===== config.mk =====
export PLATFORM = sky130hd
export DESIGN_NAME = led_cmd_gen
export DESIGN_NICKNAME = d
export VERILOG_FILES = /design/src/rtl/led_ui_pkg.sv /design/src/rtl/key_debounce.sv /design/src/rtl/led_cmd_gen.sv
export SDC_FILE = /design/constraint.sdc
export NUM_CORES = 1
export LEC_CHECK = 0
export ABC_AREA = 0
export CAP_MARGIN = 10
export CORE_MARGIN = 2
export CORE_UTILIZATION = 50
export DETAILED_ROUTE_END_ITERATION = 10
export DONT_BUFFER_PORTS = 1
export GPL_TIMING_DRIVEN = 0
export SYNTH_ARGS = -nofsm -noshare
export SYNTH_HDL_FRONTEND = slang
export SYNTH_HIERARCHICAL = 1
export SYNTH_SLANG_ARGS = --single-unit

===== constraint.sdc =====
create_clock -name clk -period 5.5 [get_ports clk]
set_input_delay 0.275 -clock clk [delete_from_list [all_inputs] [get_ports clk]]
set_output_delay 0.275 -clock clk [all_outputs]
set_load 0.01 [all_outputs]

===== src/rtl/led_ui_pkg.sv =====
// Shared constants and types for the LED pattern command front-end.
// FSM encoding, default timing parameters and the key event bundle.
package led_ui_pkg;

  localparam logic [1:0] ST_IDLE   = 2'd0;
  localparam logic [1:0] ST_RUN    = 2'd1;
  localparam logic [1:0] ST_PAUSED = 2'd2;

  localparam int DB_CYCLES_DEF   = 500000;
  localparam int DB_W_DEF        = 20;
  localparam int AUTO_PERIOD_DEF = 25000000;
  localparam int AP_W_DEF        = 25;

  typedef struct packed {
    logic step;
    logic start;
    logic pause;
  } key_ev_t;

  function automatic logic is_run(input logic [1:0] st);
    return (st == ST_RUN);
  endfunction

endpackage


===== src/rtl/key_debounce.sv =====
// One pushbutton: invert, 2-flop synchronize, debounce, and emit a
// one-cycle press event on each accepted release->press change.
module key_debounce
  import led_ui_pkg::*;
#(
  parameter int DB_CYCLES = DB_CYCLES_DEF,
  parameter int DB_W      = DB_W_DEF
)(
  input  logic clk,
  input  logic reset,
  input  logic key_n,
  output logic pressed,
  output logic press
);

  localparam logic [DB_W-1:0] CNT_LAST = DB_W'(DB_CYCLES - 1);
  localparam logic [DB_W-1:0] CNT_ONE  = DB_W'(1);
  localparam logic [DB_W-1:0] CNT_ZERO = DB_W'(0);

  logic            sync1_r;
  logic            sync2_r;
  logic [DB_W-1:0] cnt_r;
  logic            pressed_r;
  logic            press_r;

  // synchronizer, stability counter and debounced level
  always_ff @(posedge clk or posedge reset) begin
    if (reset) begin
      sync1_r   <= 1'b0;
      sync2_r   <= 1'b0;
      cnt_r     <= CNT_ZERO;
      pressed_r <= 1'b0;
      press_r   <= 1'b0;
    end else begin
      sync1_r <= ~key_n;
      sync2_r <= sync1_r;
      press_r <= 1'b0;
      if (sync2_r != pressed_r) begin
        if (cnt_r == CNT_LAST) begin
          pressed_r <= sync2_r;
          cnt_r     <= CNT_ZERO;
          press_r   <= sync2_r;
        end else begin
          cnt_r <= cnt_r + CNT_ONE;
        end
      end else begin
        cnt_r <= CNT_ZERO;
      end
    end
  end

  assign pressed = pressed_r;
  assign press   = press_r;

endmodule


===== src/rtl/led_cmd_gen.sv =====
// Pushbutton command front-end: three debounced keys drive an
// IDLE/RUN/PAUSED FSM, an auto-step timer and registered control pulses.
module led_cmd_gen
  import led_ui_pkg::*;
#(
  parameter int DB_CYCLES   = DB_CYCLES_DEF,
  parameter int DB_W        = DB_W_DEF,
  parameter int AUTO_PERIOD = AUTO_PERIOD_DEF,
  parameter int AP_W        = AP_W_DEF
)(
  input  logic clk,
  input  logic reset,
  input  logic key_step_n,
  input  logic key_start_n,
  input  logic key_pause_n,
  input  logic auto_en,
  output logic step,
  output logic start,
  output logic pause,
  output logic running
);

  localparam logic [AP_W-1:0] AP_LAST = AP_W'(AUTO_PERIOD - 1);
  localparam logic [AP_W-1:0] AP_ONE  = AP_W'(1);
  localparam logic [AP_W-1:0] AP_ZERO = AP_W'(0);

  key_ev_t press_s;
  key_ev_t level_s;
  key_ev_t ev_s;

  logic [1:0]      state_r;
  logic [1:0]      state_nx_s;
  logic [AP_W-1:0] timer_r;
  logic [AP_W-1:0] timer_nx_s;
  logic            auto_on_s;
  logic            auto_req_s;
  logic            step_r;
  logic            start_r;
  logic            pause_r;
  logic            running_r;

  key_debounce #(.DB_CYCLES(DB_CYCLES), .DB_W(DB_W)) u_step (
    .clk(clk), .reset(reset), .key_n(key_step_n),
    .pressed(level_s.step), .press(press_s.step)
  );

  key_debounce #(.DB_CYCLES(DB_CYCLES), .DB_W(DB_W)) u_start (
    .clk(clk), .reset(reset), .key_n(key_start_n),
    .pressed(level_s.start), .press(press_s.start)
  );

  key_debounce #(.DB_CYCLES(DB_CYCLES), .DB_W(DB_W)) u_pause (
    .clk(clk), .reset(reset), .key_n(key_pause_n),
    .pressed(level_s.pause), .press(press_s.pause)
  );

  // a press event is only trusted while its settled level agrees
  assign ev_s = press_s & level_s;

  // next-state logic; start wins over a coincident pause
  always_comb begin
    state_nx_s = state_r;
    case (state_r)
      ST_IDLE: begin
        if (ev_s.start) begin
          state_nx_s = ST_RUN;
        end else begin
          state_nx_s = ST_IDLE;
        end
      end
      ST_RUN: begin
        if (ev_s.pause && !ev_s.start) begin
          state_nx_s = ST_PAUSED;
        end else begin
          state_nx_s = ST_RUN;
        end
      end
      ST_PAUSED: begin
        if (ev_s.start) begin
          state_nx_s = ST_RUN;
        end else begin
          state_nx_s = ST_PAUSED;
        end
      end
      default: state_nx_s = ST_IDLE;
    endcase
  end

  assign auto_on_s  = is_run(state_r) && auto_en;
  assign auto_req_s = auto_on_s && (timer_r == AP_LAST);

  // auto timer restarts on wrap or on a manual step; idles at zero otherwise
  always_comb begin
    timer_nx_s = AP_ZERO;
    if (!auto_on_s) begin
      timer_nx_s = AP_ZERO;
    end else if (ev_s.step || auto_req_s) begin
      timer_nx_s = AP_ZERO;
    end else begin
      timer_nx_s = timer_r + AP_ONE;
    end
  end

  // state, timer and registered outputs
  always_ff @(posedge clk or posedge reset) begin
    if (reset) begin
      state_r   <= ST_IDLE;
      timer_r   <= AP_ZERO;
      step_r    <= 1'b0;
      start_r   <= 1'b0;
      pause_r   <= 1'b0;
      running_r <= 1'b0;
    end else begin
      state_r   <= state_nx_s;
      timer_r   <= timer_nx_s;
      step_r    <= (ev_s.step | auto_req_s) & ~step_r;
      start_r   <= is_run(state_nx_s) && !is_run(state_r);
      pause_r   <= is_run(state_r) && (state_nx_s == ST_PAUSED);
      running_r <= is_run(state_nx_s);
    end
  end

  assign step    = step_r;
  assign start   = start_r;
  assign pause   = pause_r;
  assign running = running_r;

endmodule


==> flow_summary.yaml <==
routing:
  drc: 0
  drtIter0Drc: 93
  wirelength_um: 9610
  viasPerCell: 5.54
  drt-pass1-iter-count: 5
  vias: 3672
  ant_nets: 0
  routedWlPerCell_um: 14.5
clock_network:
  clkSinkCount: 103
  cts_root_buffer: "clkbuf_8"
  tritoncts: "yes"
  clock_latency_ps: 380
  cts_buffers: 9
  htree_num_levels: 3
  cts_buffer_depth: 2
  path_clk_slew_ps: 90
pwr:
  p_leak_nw: 2.25
  powerDensity_nw_per_um2: 234
  ir_drop_uv: 173
  power_mw: 1.32
floorplan:
  num_rows: 37
  dieHeight_um: 106
  initial_core_util_pct: 50.8
  dieArea_um2: 11200
  design.core.area_um2: 10200
  chipWidth_um: 106
  ios: 10
sta:
  max_freq_ghz: 0.497
  rsz0062_at_grt: "false"
  hold_viol: 0
  period_needed_ps: 2010
  skew_ps: 12.8
  slew_viol_final: 0
  tns_ps: 0
  hold_slack_ps: 229
  tightest_slew_ps: 917
  timing.slew.headroom_pct: 38.8
  finalSetupViolCount: 0
  period_share_pct: 36.6
worst_setup_path:
  required_ps: 5760
  cp-end-kind: "register"
  critPathLaunchType: "register"
  critical_path_arrival_ps: 2270
  worst-setup-path-type: "register to register"
  critPathMaxFanout: 10
placed_design:
  place.gp.congestion: 0.794
  port_buffers: 0
  place_hpwl_um: 6740
outcome:
  outcome: "finished, final reports clean"
yosys:
  synth_edf_count: 0
  yosysWarnings: 6
  synth_async_sr_flop_share_pct: 100
  postSynthNetCount: 515
  syn_inst: 505
  ys.flop_type: "dfrtp_1"
  ys_ff_latch: 103
  synth_area_leaders: "dfrtp_1 (50%), xnor2_1 (7.8%), nor2_1 (5.2%)"
  yosysSeqAreaShare_pct: 49.8
  synth_top_area_share_pct: 49.8
  syn_avg_cell_area_um2: 10.3
  ys_types: 46
  syn-cell-area_um2: 5180
  yosysTopAreaCell: "dfrtp_1"
grt:
  gr-usage-all-layers_pct: 18.8
  grt_pass1_vias: 3555
  grt.overflow.total: 0
  grt_max_degree: 32
  grt_pass1_wl_um: 16800
  antenna_found_initial: 0
final_layout:
  drive_above_1_share_pct: 12.3
  area_growth_pct: 8.94
  diodes: 0
  nNetsFinal: 532
hold_path:
  hold_path.class: "primary input to register"
job:
  max-cap-violations: 0
logic make-up (layout without fill, tap and decap cells):
kind of cell    count (synthesis)  in the layout  synth area share, %
compound gates                 44             44                 5.58
xor+xnor                       59             59                 9.98
fa+ha+maj                       4              4                0.967
buf+inv                        28             50                 2.49
flops                         103            103                 49.8
mux                             9              9                 1.81
simple gates                  258            258                 29.4
synthesized netlist by cell type (2+ instances only):
master	n
a21oi_1	15
a21oi_2	4
a22oi_1	2
and2_1	3
and3_1	5
and3b_1	3
and4_1	8
buf_2	7
buf_6	2
dfrtp_1	103
ha_1	4
inv_1	19
mux2_2	3
mux2i_1	6
nand2_1	37
nand3_1	30
nand3b_1	2
nand4_1	18
nand4_2	3
nand4_4	3
nor2_1	72
nor3_1	21
nor4_1	15
nor4_4	3
nor4b_1	4
nor4b_2	3
o21ai_0	9
o21ai_2	3
o31ai_1	9
or2_2	3
or2_4	3
or3_1	4
or4_1	5
or4_4	5
xnor2_1	46
xor2_1	13
power breakdown:
| group | internal, mW | switching [mW] |
|---|---|---|
| combinational | 0.0131 | 0.0316 |
| sequential | 0.764 | 0.00662 |
| clock | 0.239 | 0.267 |
| total | 1.02 | 0.305 |
worst paths after layout:
check                           cells after the start  slack, ps            start          endpoint
max in group asynchronous                           2       4320            reset  u_step/cnt_r[14]
worst max register to register                      6       3490  u_step/cnt_r[0]  u_step/cnt_r[12]
worst max-delay path                                6       3490  u_step/cnt_r[0]  u_step/cnt_r[12]
min in group asynchronous                           2        430            reset             pause
worst min-delay path                                3        230          auto_en              step
worst min register to register                      0        370  u_start/sync1_r   u_start/sync2_r
worst max-delay path, cell delays in order, from the launching register on:
cell     delay [ps]
dfrtp_1         430
ha_1            260
and4_1          240
nand4_1         150
o21ai_2         420
buf_2           320
nor2_1           80
stage by stage:
stage          worst slack, ps  instance area (um^2)  util [%]  instances
2_1_floorplan             3730                  5180         -        505
5_1_grt                   3300                  5640      55.4        663
6_report                  3490                  5640      55.4        663
4_1_cts                   3490                  5600      55.0        661
3_3_place_gp              3520                  5350      52.5        641
3_5_place_dp              3500                  5350      52.5        641
metal layers:
layer | part of all wire [%] | GRT usage (%) | wire length, um | up-vias
met2 | 47 | 29.6 | 4480 | 47
met3 | 3.5 | 6.25 | 339 | 10
li1 | - | - | - | 1826
met1 | 49 | 25.3 | 4690 | 1789
met4 | 1.1 | 4.61 | 108 | 0
met5 | 0 | 0 | 0 | -
registers in the layout (all words and copies together) (netlist names):
register         flops
u_step/press         1
u_pause/sync2_r      1
u_step/sync1_r       1
u_step/pressed       1
u_pause/sync1_r      1
u_step/sync2_r       1
u_start/sync1_r      1
u_pause/cnt_r       20
state_r              2
pause                1
timer_r             25
step                 1
u_step/cnt_r        20
start                1
u_start/press        1
u_start/sync2_r      1
u_start/pressed      1
u_start/cnt_r       20
u_pause/pressed      1
u_pause/press        1
running              1
layout make-up:
type	instances	area, um^2
Inverter	19	71.3
Clock inverter	5	63.8
Buffer	9	57.6
Fill cell	914	4540
Clock buffer	11	151
Sequential cell	103	2580
Multi-Input combinational cell	374	2470
Tap cell	136	170
Timing Repair Buffer	6	77.6
what timing repair did:
| action | in CTS | in global routing |
|---|---|---|
| setup buffers | 0 | 0 |
| hold endpoints to repair | 55 | 14 |
| hold buffers | 4 | 1 |
| resized for setup | 0 | 0 |
layout by cell type (no fill, tap or decap), types with 8 or more instances in the layout:
master,Yosys,layout
nand3_1,30,30
clkbuf_8,0,11
nand4_1,18,18
xor2_1,13,13
dfrtp_1,103,103
xnor2_1,46,46
nand2_1,37,37
nor4_1,15,15
nor2_1,72,72
a21oi_1,15,15
and4_1,8,8
inv_1,19,19
o31ai_1,9,9
nor3_1,21,21
o21ai_0,9,9
(Power assumes the default switching activity.)
